--- config.mk ---
export PLATFORM = sky130hd
export DESIGN_NAME = vga_timing
export DESIGN_NICKNAME = d
export VERILOG_FILES = /design/src/rtl/vga_timing_pkg.sv /design/src/rtl/vga_timing_sync_delay.sv /design/src/rtl/vga_timing.sv
export SDC_FILE = /design/constraint.sdc
export NUM_CORES = 1
export LEC_CHECK = 0
export BUFFER_PORTS_ARGS = -buffer_cell sky130_fd_sc_hd__buf_2
export CELL_PAD_IN_SITES_DETAIL_PLACEMENT = 1
export CELL_PAD_IN_SITES_GLOBAL_PLACEMENT = 1
export CORE_MARGIN = 4
export CORE_UTILIZATION = 40
export DETAILED_ROUTE_END_ITERATION = 8
export GPL_TIMING_DRIVEN = 0
export PLACE_DENSITY = 0.89
export SYNTH_ARGS = -nofsm -noshare
export SYNTH_HDL_FRONTEND = slang
export SYNTH_SLANG_ARGS = --single-unit
--- constraint.sdc ---
create_clock -name clkp -period 2 [get_ports clkp]
set_input_delay 0.6 -clock clkp [delete_from_list [all_inputs] [get_ports clkp]]
set_output_delay 0.6 -clock clkp [all_outputs]
set_load 0.05 [all_outputs]
--- src/rtl/vga_timing_pkg.sv ---
// vga_timing_pkg: shared constants and types for the VGA timing generator.
//   - 640x480@60 default timing (active, porches, sync widths, totals)
//   - CNT_W: width of the x/y counters
//   - sync_t: the {hsync, vsync, de} bundle carried through the delay line
//   - sync_idle(): inactive value of that bundle for a given sync polarity
package vga_timing_pkg;

  localparam int CNT_W = 10;

  localparam int P_H_ACTIVE = 640;
  localparam int P_H_FP     = 16;
  localparam int P_H_SYNC   = 96;
  localparam int P_H_BP     = 48;
  localparam int P_H_TOTAL  = P_H_ACTIVE + P_H_FP + P_H_SYNC + P_H_BP;  // 800

  localparam int P_V_ACTIVE = 480;
  localparam int P_V_FP     = 10;
  localparam int P_V_SYNC   = 2;
  localparam int P_V_BP     = 33;
  localparam int P_V_TOTAL  = P_V_ACTIVE + P_V_FP + P_V_SYNC + P_V_BP;  // 525

  typedef struct packed {
    logic hs;
    logic vs;
    logic de;
  } sync_t;

  // Idle bundle: both syncs deasserted, no data enable.
  function automatic sync_t sync_idle(input logic pol);
    sync_t s;
    s.hs = ~pol;
    s.vs = ~pol;
    s.de = 1'b0;
    return s;
  endfunction

endpackage

--- src/rtl/vga_timing_sync_delay.sv ---
// sync_delay: PIPE-deep shift register for the {hsync, vsync, de} bundle.
//   clkp      in   pixel clock
//   reset     in   synchronous active-high reset; loads every stage with i_rst_val
//   i_rst_val in   value every stage takes during reset
//   i_d       in   raw bundle
//   o_q       out  bundle delayed by PIPE cycles (PIPE = 0: combinational passthrough)
// Reset flushes all stages at once so no partial sync pulse leaks out afterwards.
module sync_delay
  import vga_timing_pkg::*;
#(
  parameter int PIPE = 2
) (
  input  logic  clkp,
  input  logic  reset,
  input  sync_t i_rst_val,
  input  sync_t i_d,
  output sync_t o_q
);

  if (PIPE == 0) begin : g_pass
    // Clock, reset and reset value are not needed without storage.
    logic w_unused;
    assign w_unused = &{1'b0, clkp, reset, i_rst_val};
    assign o_q = i_d;
  end else begin : g_pipe
    sync_t [PIPE-1:0] r_pipe;

    always_ff @(posedge clkp) begin
      if (reset) begin
        for (int i = 0; i < PIPE; i++) r_pipe[i] <= i_rst_val;
      end else begin
        r_pipe[0] <= i_d;
        for (int i = 1; i < PIPE; i++) r_pipe[i] <= r_pipe[i-1];
      end
    end

    assign o_q = r_pipe[PIPE-1];
  end

endmodule

--- src/rtl/vga_timing.sv ---
// vga_timing: free-running VGA raster timing generator.
//   clkp        in   pixel clock
//   reset       in   synchronous active-high reset
//   x, y        out  current horizontal / vertical counter (0 while not running)
//   req         out  (x,y) is in the active area; pixel generator fetches it
//   line_start  out  pulse at x = 0
//   frame_start out  pulse at x = 0, y = 0
//   hsync/vsync/de out  sync and data enable, PIPE cycles behind x/y/req
// Counters start one cycle after reset release (running flag) so the first
// visible cycle shows x=0,y=0 with frame_start.
module vga_timing
  import vga_timing_pkg::*;
#(
  parameter int   H_ACTIVE = P_H_ACTIVE,
  parameter int   H_FP     = P_H_FP,
  parameter int   H_SYNC   = P_H_SYNC,
  parameter int   H_BP     = P_H_BP,
  parameter int   V_ACTIVE = P_V_ACTIVE,
  parameter int   V_FP     = P_V_FP,
  parameter int   V_SYNC   = P_V_SYNC,
  parameter int   V_BP     = P_V_BP,
  parameter logic SYNC_POL = 1'b0,
  parameter int   PIPE     = 2
) (
  input  logic             clkp,
  input  logic             reset,
  output logic [CNT_W-1:0] x,
  output logic [CNT_W-1:0] y,
  output logic             req,
  output logic             line_start,
  output logic             frame_start,
  output logic             hsync,
  output logic             vsync,
  output logic             de
);

  localparam int H_TOTAL = H_ACTIVE + H_FP + H_SYNC + H_BP;
  localparam int V_TOTAL = V_ACTIVE + V_FP + V_SYNC + V_BP;

  localparam logic [CNT_W-1:0] H_LAST = CNT_W'(H_TOTAL - 1);
  localparam logic [CNT_W-1:0] V_LAST = CNT_W'(V_TOTAL - 1);
  localparam logic [CNT_W-1:0] H_ACT  = CNT_W'(H_ACTIVE);
  localparam logic [CNT_W-1:0] V_ACT  = CNT_W'(V_ACTIVE);
  localparam logic [CNT_W-1:0] HS_BEG = CNT_W'(H_ACTIVE + H_FP);
  localparam logic [CNT_W-1:0] HS_END = CNT_W'(H_ACTIVE + H_FP + H_SYNC);
  localparam logic [CNT_W-1:0] VS_BEG = CNT_W'(V_ACTIVE + V_FP);
  localparam logic [CNT_W-1:0] VS_END = CNT_W'(V_ACTIVE + V_FP + V_SYNC);

  logic [CNT_W-1:0] r_hcnt;
  logic [CNT_W-1:0] r_vcnt;
  logic             r_running;

  always_ff @(posedge clkp) begin
    if (reset) begin
      r_hcnt    <= '0;
      r_vcnt    <= '0;
      r_running <= 1'b0;
    end else if (!r_running) begin
      // First released edge only arms the counters; they stay at 0.
      r_running <= 1'b1;
    end else if (r_hcnt == H_LAST) begin
      r_hcnt <= '0;
      r_vcnt <= (r_vcnt == V_LAST) ? '0 : r_vcnt + 1'b1;
    end else begin
      r_hcnt <= r_hcnt + 1'b1;
    end
  end

  logic  w_active;
  logic  w_hs_on;
  logic  w_vs_on;
  sync_t w_raw;
  sync_t w_dly;

  assign w_active = r_running && (r_hcnt < H_ACT) && (r_vcnt < V_ACT);
  assign w_hs_on  = r_running && (r_hcnt >= HS_BEG) && (r_hcnt < HS_END);
  // vcnt only moves on the hcnt wrap, so vsync edges align with x = 0.
  assign w_vs_on  = r_running && (r_vcnt >= VS_BEG) && (r_vcnt < VS_END);

  assign w_raw.hs = w_hs_on ? SYNC_POL : ~SYNC_POL;
  assign w_raw.vs = w_vs_on ? SYNC_POL : ~SYNC_POL;
  assign w_raw.de = w_active;

  assign x           = r_running ? r_hcnt : '0;
  assign y           = r_running ? r_vcnt : '0;
  assign req         = w_active;
  assign line_start  = r_running && (r_hcnt == '0);
  assign frame_start = line_start && (r_vcnt == '0);

  sync_delay #(.PIPE(PIPE)) u_sync_delay (
    .clkp      (clkp),
    .reset     (reset),
    .i_rst_val (sync_idle(SYNC_POL)),
    .i_d       (w_raw),
    .o_q       (w_dly)
  );

  assign hsync = w_dly.hs;
  assign vsync = w_dly.vs;
  assign de    = w_dly.de;

endmodule

Word-level counts from Yosys, hierarchy flattened

Index checks and enable logic that the tools add are counted.

Equality and inequality tests: 2
Multiplexer cells: 7
Reductions and logical operators: 11
Order comparisons: 6
$add $sub $neg: 2

Operators with widths:

| kind                    | number |
|---|---|
| $mux W10                | 4 |
| $add A10 B1 Y10 const B | 2 |
| $eq A10 B10 Y1 const B  | 2 |
| $logic_not A10 Y1       | 2 |
| $lt A10 B10 Y1 const B  | 2 |
| $lt A10 B9 Y1 const B   | 2 |
| $ge A10 B10 Y1 const B  | 1 |
| $ge A10 B9 Y1 const B   | 1 |
| $logic_and A1 B1 Y1     | 8 |
| $mux W1                 | 3 |
| $reduce_and A2 Y1       | 1 |

Output and inout port bits: 26
Register bits: 27
Logic and storage cells: 37

Depth between registers and ports, before layout

Gate-level depths: netlist of run 1.

Word-level depth: 4
Gate-level depth with buffers: 6
Mapped depth without buffers: 6

By module

Synthesis of run 1 repeated with hierarchy kept, for this count alone.

Cell total of the unflattened synthesis: 184
Area total of the unflattened synthesis: 1562.7 µm²

Modules (own cells, without submodules):

| module     | sequential area each (µm²) | cells an instance | times used | area an instance (µm²) |
|---|---|---|---|---|
| vga_timing | 420.4                      | 168               | 1          | 1318.8 |
| sync_delay | 120.1                      | 16                | 1          | 244.0 |

Worst setup path after synthesis of run 1

No wires, ideal clock.

Path type: register to output
Start point: register r_hcnt[0]
End point: output port frame_start
Cell stages (with the launch flop): 6
Arrival: 1.840 ns
Slack: -0.440 ns
Cells stage by stage: dfxtp_1 inv_1 ha_1 nor4b_1 and4b_1 and4_1

Cells in the longest elaborated chain, start to end: 3

RTL lines:

| element                | line             | RTL |
|---|---|---|
| from (decl)            | vga_timing.sv:49 | `logic [CNT_W-1:0] r_hcnt;` |
| from (signal assigned) | vga_timing.sv:65 | `r_hcnt <= r_hcnt + 1'b1;` |
| $logic_not A10 Y1      | vga_timing.sv:87 | `assign line_start = r_running && (r_hcnt == '0);` |
| $logic_and A1 B1 Y1    | vga_timing.sv:87 |  |
| net line_start         | vga_timing.sv:30 | `output logic line_start,` |
| $logic_and A1 B1 Y1    | vga_timing.sv:88 | `assign frame_start = line_start && (r_vcnt == '0);` |
| to (decl)              | vga_timing.sv:31 | `output logic frame_start,` |

The timed path passes the listed nets, and every way through them passes these cells.

Worst setup path in the final report of run 1

Start point: register r_vcnt[1]
End point: output port frame_start

Cells in the longest elaborated chain, start to end: 2

RTL lines:

| element                | line             | RTL |
|---|---|---|
| from (decl)            | vga_timing.sv:50 | `logic [CNT_W-1:0] r_vcnt;` |
| from (signal assigned) | vga_timing.sv:63 | `r_vcnt <= (r_vcnt == V_LAST) ? '0 : r_vcnt + 1'b1;` |
| $logic_not A10 Y1      | vga_timing.sv:88 |  |
| $logic_and A1 B1 Y1    | vga_timing.sv:88 |  |

No other way between the ends.

==> flow_summary_export.csv, run 1 <==
group,metric,value,unit
status,status,"finished, violations left",
status,violations,"setup timing",
finish,design_area,0.00195,mm^2
floorplanning,fp.dieW,68.1,um
global_routing,grt_max_degree,15,
floorplanning,start_util,42.2,%
timing,relSlewSlack,59.0,%
routing,first_iter_violations,74,
setup_path,crit_start,"r_vcnt[1]$_SDFFE_PP0P_",
cts,path_clk_slew,0.16,ns
routing,antenna_left,0,
cts,clock_latency,0.33,ns
cts,cts_hold_buf,0,
timing,fin_skew,0.00182,ns
timing,setup_viol,3,
cts,root_buffer,"clkbuf_4",
power,p_per_area,472,mW/mm^2
setup_path,reg2reg_slack,0.04,ns
floorplanning,fp.coreArea,0.00342,mm^2
floorplanning,io-pin-count,28,
global_routing,grt_pass1_vias,1492,
finish,nets,212,
power,clockPowerShare,27.6,%
setup_path,cp_max_fo,7,
routing,dr.pass1.iters,4,
global_routing,grt_pass1_wl,7.48,mm
timing,worst_pin_slew,0.611,ns
floorplanning,die_h,68.1,um
finish,drive_gt1_share,37.1,%
routing,vias_per_cell,5.86,
min_path,min-delay-path-class,"flop to flop",
timing,final_max_slew_viol_count,0,
global_routing,antenna_found_initial,0,
power,p_int,0.000667,W
setup_path,r2r-start,"r_hcnt[0]$_SDFFE_PP0P_",
routing,wl_per_cell,19.9,um
power,switchingPower,0.000253,W
global_routing,grt_usage,21.4,%
routing,drcViolationCount,0,
synth,synth_warnings,0,
timing,finalHoldViolations,0,
placed_design,place_area,0.00164,mm^2
placed_design,dpl_worst_slack,-0.104,ns
cts,h-tree-depth,1,
synth,yosysUniqueCellTypes,38,
cts,cts-buffers-inserted,3,
placed_design,place_congestion,0.844,
min_path,worst_hold_startpoint,"u_sync_delay.g_pipe.r_pipe[1]$_SDFF_PP1_",
synth,syn_inst,168,
finish,antennaDiodeCount,0,
synth,avgSynthCellArea,8.59,um^2
cts,cts_tree,"built",
synth,netlist_top_cells_area,"dfxtp_1 (37%), and2_1 (10%), xor2_1 (4.2%), nand3_1 (3.8%), ha_1 (3.5%)",
placed_design,place_inst,240,
finish,final_cells,251,
setup_path,critPathArrivalTime,1.77,ns
setup_path,cp.required,1.40,ns
timing,worst_hold_slack,0.431,ns
job,drv_cap,0,
timing,period_needed,2.37,ns
finish,syn_to_final_growth,35.1,%
synth,syn_nets,174,
floorplanning,fp.dieArea,0.00463,mm^2
cts,cts.sinks,27,
synth,synth_common_cells,"dfxtp_1 (27), and2_1 (23), nand3_1 (11), nor2_1 (10), nand2_1 (8)",
routing,vias,1471,
cts,clock_path_buffers,2,
timing,fin_crit_sh,118,%
power,p_leak,0.781,nW
synth,ys_ff_latch,27,
routing,finalWirelength,4.98,mm
setup_path,worstSetupPathType,"flop to primary output",
power,comb_power_share,13.2,%
timing,fmax,423,MHz
placed_design,port_buffers,26,
power,p_seq_share,59.2,%
global_routing,grt-ovfl-total,0,
power,peakVddDrop,0.269,mV
power,swShare,27.5,%
synth,synth_top_area_cell,"dfxtp_1",
timing,finalWorstSetupSlack,-0.365,ns
synth,seq_area_frac_synth,37.5,%
synth,async_flop_share,0,%
setup_path,end_kind,"primary output",
synth,syn_area,0.00144,mm^2
floorplanning,core.rowCount,21,
synth,yosys.area.top_type_share,37.5,%
synth,synth.most_common_cell,"dfxtp_1",
setup_path,start_kind,"flop",
finish,final_core_util,57.1,%
synth,synth_edf_count,0,
placed_design,dpl.hpwl,2.73,mm
synth,ys.flop_type,"dfxtp_1",
timing,rsz0062_at_grt,"true",
-- flip-flops by register name, summed over array words and instances (netlist names) --
| register | flops |
|---|---|
| r_running | 1 |
| u_sync_delay.g_pipe.r_pipe | 3 |
| u_sync_delay.o_q | 3 |
| r_hcnt | 10 |
| r_vcnt | 10 |
-- worst max-delay path, stage by stage (launching register included) --
cell     delay (ns)
dfxtp_1        0.53
inv_1          0.16
ha_1           0.23
nor2b_2        0.18
and4_4         0.18
buf_8          0.14
-- what timing repair did --
action,4_1_cts,5_1_grt
hold endpoints to repair,0,0
endpoints found under the setup margin,22,38
setup buffers,5,4
pin swaps,2,2
gates resized for setup,51,20
-- power groups by stage --
stage,Clock (W),Combinational (W),Sequential [W]
finish,0.000254,0.000121,0.000545
global route,0.000276,0.000129,0.000546
CTS,0.000252,0.000110,0.000548
detailed placement,0,0.0000832,0.000562
global placement,0,0.0000827,0.000562
floorplan,0,0.0000614,0.000563
-- cell type report --
type | instances | area [um^2]
plain buffers | 7 | 62.6
clock buffers | 4 | 26.3
fillers | 407 | 1470
inverters | 6 | 25.0
multi-input cells | 126 | 940
flip-flops and latches | 27 | 562
well taps | 46 | 57.6
repair buffers | 35 | 277
-- cells in the final DEF, fill, tap and decap left out, types with 3 or more instances in the layout --
| cell | Yosys | layout |
|---|---|---|
| nand4bb_1 | 3 | 3 |
| and2_1 | 23 | 22 |
| and3_1 | 4 | 3 |
| dfxtp_1 | 27 | 20 |
| nand3_1 | 11 | 11 |
| buf_6 | 0 | 6 |
| dfxtp_4 | 0 | 5 |
| clkbuf_4 | 0 | 3 |
| or3_1 | 3 | 3 |
| nor2_1 | 10 | 10 |
| buf_2 | 2 | 6 |
| inv_1 | 6 | 4 |
| nand2_1 | 8 | 7 |
| a21oi_1 | 7 | 6 |
| buf_4 | 1 | 26 |
| nand4_1 | 5 | 5 |
| xor2_1 | 7 | 7 |
| nor2b_1 | 4 | 3 |
-- per-stage QoR --
| stage | total power [W] | TNS (ns) |
|---|---|---|
| final | 0.000920 | -0.599 |
| after global routing | 0.000950 | -1.04 |
| after CTS | 0.000910 | -0.501 |
| after detailed placement | 0.000645 | -0.578 |
| after global placement | 0.000645 | -0.151 |
| after floorplan | 0.000625 | -0.0547 |
-- routing by layer --
metal / routed length, um / share of wire (%) / GRT usage (%)
met1: 2200 / 44 / 27.5
met2: 2460 / 49 / 36.6
met4: 119 / 2.4 / 7.94
met3: 209 / 4.2 / 2.46
met5: 0 / 0 / 0
-- path summary, 6_finish.rpt --
kind / to / cells past startpoint
setup / recovery: frame_start / 5
hold reg to reg: u_sync_delay.o_q[1]$_SDFF_PP1_ / 1
hold / removal: u_sync_delay.o_q[1]$_SDFF_PP1_ / 1
setup reg to reg: r_vcnt[2]$_SDFFE_PP0P_ / 6
-- cells by family after synthesis --
group / Yosys count / share of synthesized area, %
multiplexers: 1 / 0.781
flip-flops: 27 / 37.5
AO/OA/AOI/OAI: 19 / 8.33
adder cells (fa/ha/maj): 4 / 3.47
AND/OR/NAND/NOR: 93 / 40.2
buffers and inverters: 15 / 4.34
XOR/XNOR: 9 / 5.46
Power figures use the tool's default switching activity.
==> inputs of run 2 (changes only) <==
Settings changed: CORE_UTILIZATION 40 to 41, PLACE_DENSITY 0.89 to 0.9, SYNTH_HIERARCHICAL set to 1.
==> run 2 against run 1 <==
  * The run still ends with setup timing left
  * Non-clock buffer count increased by 5
  * Largest cell class unchanged
  * Die area is 5.0% higher
  * Via count grew 4.0%
  * Combinational power increased by 40%
  * First-iteration DRC count grew 18%
  * Clock skew rose by 0.0037 ns
  * Utilization is 1.6 points lower
  * Critical path type unchanged
  * Critical path depth up 1
  * Synthesized area increased by 8.3%
  * Count of clock-buffer cells in the layout is the same
==> flow_summary_export.csv, run 2 <==
group,metric,value,unit
synth,avgSynthCellArea,8.49,um^2
synth,yosys.area.top_type_share,34.6,%
cts,root_buffer,"clkbuf_8",
synth,seq_area_frac_synth,34.6,%
finish,drive_gt1_share,33.6,%
min_path,min-delay-path-class,"flop to flop",
cts,cts_tree,"built",
routing,drcViolationCount,0,
timing,fin_skew,0.00548,ns
global_routing,grt_max_degree,15,
synth,ys.flop_type,"dfxtp_1",
placed_design,place_congestion,0.797,
floorplanning,fp.coreArea,0.00366,mm^2
setup_path,critPathArrivalTime,1.56,ns
synth,synth_edf_count,0,
placed_design,place_area,0.00178,mm^2
global_routing,antenna_found_initial,0,
finish,antennaDiodeCount,0,
synth,synth_warnings,6,
cts,h-tree-depth,1,
floorplanning,core.rowCount,22,
timing,finalWorstSetupSlack,-0.158,ns
routing,dr.pass1.iters,4,
routing,finalWirelength,4.53,mm
cts,cts-buffers-inserted,3,
setup_path,cp_max_fo,2,
finish,nets,230,
finish,final_cell_mix,"and2_1 (19), buf_4 (19), dfxtp_1 (18)",
routing,vias,1530,
cts,clock_latency,0.27,ns
timing,final_max_slew_viol_count,0,
placed_design,place_inst,263,
finish,final_cells,271,
timing,setup_tns,-0.234,ns
global_routing,grt-ovfl-total,0,
timing,rsz0062_at_grt,"true",
synth,yosysUniqueCellTypes,37,
placed_design,dpl.hpwl,2.95,mm
floorplanning,fp.dieW,69.7,um
setup_path,end_kind,"primary output",
global_routing,grt_pass1_vias,1503,
finish,largest_registers,"r_hcnt: 10 flops, r_vcnt: 10 flops",
synth,syn_area,0.00156,mm^2
setup_path,start_kind,"flop",
finish,design_area,0.00203,mm^2
floorplanning,fp.dieArea,0.00486,mm^2
routing,vias_per_cell,5.65,
synth,synth.most_common_cell,"dfxtp_1",
synth,ys_ff_latch,27,
power,p_per_area,511,mW/mm^2
cts,path_clk_slew,0.09,ns
routing,antenna_left,0,
setup_path,worstSetupPathType,"flop to primary output",
cts,cts.sinks,27,
timing,period_needed,2.16,ns
status,status,"finished, violations left",
setup_path,cp.required,1.40,ns
floorplanning,io-pin-count,28,
floorplanning,start_util,42.7,%
power,peakVddDrop,0.240,mV
power,finalPower,0.00104,W
global_routing,grt_pass1_wl,7.18,mm
timing,fin_crit_sh,108,%
synth,synth_common_cells,"dfxtp_1 (27), and2_1 (19), nand3_1 (11), nor3_1 (11), nor2_1 (10)",
cts,clock_path_buffers,2,
synth,synth_top_area_cell,"dfxtp_1",
synth,netlist_top_cells_area,"dfxtp_1 (35%), and2_1 (7.6%), mux2_4 (5.8%), xnor2_1 (4.5%), nand4_1 (3.6%)",
floorplanning,die_h,69.7,um
placed_design,port_buffers,27,
global_routing,grt_usage,18.0,%
synth,syn_inst,184,
timing,setup_viol,3,
timing,finalHoldViolations,0,
finish,syn_to_final_growth,29.9,%
job,drv_cap,0,
timing,fmax,463,MHz
routing,first_iter_violations,87,
synth,async_flop_share,0,%
status,violations,"setup timing",
routing,wl_per_cell,16.7,um
power,p_leak,0.828,nW
==> run 2: changes by cell type after synthesis, moves of 3 or more <==
cell,previous run,this run
and2_1,23,19
buf_4,1,4
mux2_4,0,6
nand4_1,5,9
nand4b_1,0,3
nor2b_1,4,1
nor3_1,2,11
nor4b_1,1,4
o41ai_1,3,0
xnor2_1,2,8
xor2_1,7,4
==> run 2: timing repair <==
action,CTS,global route
hold buffers,0,0
pin swaps,5,3
buffers inserted,2,5
resized for setup,35,27
endpoints found under the setup margin,22,27
==> run 2: where the power goes <==
group	total, W	leakage [nW]	switching, W	internal, W
Combinational	0.000170	0.581	0.0000922	0.0000776
Clock	0.000312	0.0228	0.000169	0.000143
Sequential	0.000557	0.225	0.00000770	0.000549
==> run 2: critical path, stage by stage, from the launching register on <==
cell and delay [ns]:
dfxtp_4 0.36, inv_4 0.06, ha_4 0.13, nor4b_4 0.17
and3_4 0.22, and4_4 0.21, buf_8 0.14
==> run 2: area by class of cell <==
type	count	area, um^2
fill	454	1630
multi-input combinational	138	983
sequential	27	559
timing repair buffer	34	253
buffer	13	98.8
tap	48	60.1
clock buffer	4	45.0
inverter	7	31.3
==> run 2: cell families after synthesis <==
kind of cell    after synthesis  share of synthesized area, %
compound gates               15                          5.12
buf+inv                      23                          7.29
fa+ha+maj                     4                          3.20
simple gates                 95                          36.8
other cells                   2                         0.481
mux                           6                          5.76
flops                        27                          34.6
xor+xnor                     12                          6.73
==> run 2: stage by stage <==
stage               util (%)  hold slack [ns]  worst slack (ns)
floorplan                  -            0.437          0.000520
global placement        48.6            0.438            -0.201
global route            55.5            0.484            -0.249
finish                  55.5            0.464            -0.158
detailed placement      48.6            0.447            -0.198
CTS                     52.8            0.470            -0.157
==> run 2: layer usage <==
metal  GRT usage (%)  vias to the layer above  part of all wire [%]
li1                -                      715                     -
met1            22.4                      756                    41
met2            33.2                       51                    53
met3            2.32                        8                   5.2
met4            3.83                        0                   1.6
met5               0                        -                     0
==> run 2: path summary, 6_finish.rpt <==
path	from	end	slack (ns)	depth (start not counted)
worst max-delay path	r_hcnt[0]$_SDFFE_PP0P_	frame_start	-0.16	6
worst min-delay path	u_sync_delay/g_pipe.r_pipe[2]$_DFF_P_	u_sync_delay/o_q[2]$_DFF_P_	0.46	1
worst max register to register	r_hcnt[1]$_SDFFE_PP0P_	r_vcnt[8]$_SDFFE_PP0P_	-0.02	6
worst min register to register	u_sync_delay/g_pipe.r_pipe[2]$_DFF_P_	u_sync_delay/o_q[2]$_DFF_P_	0.46	1
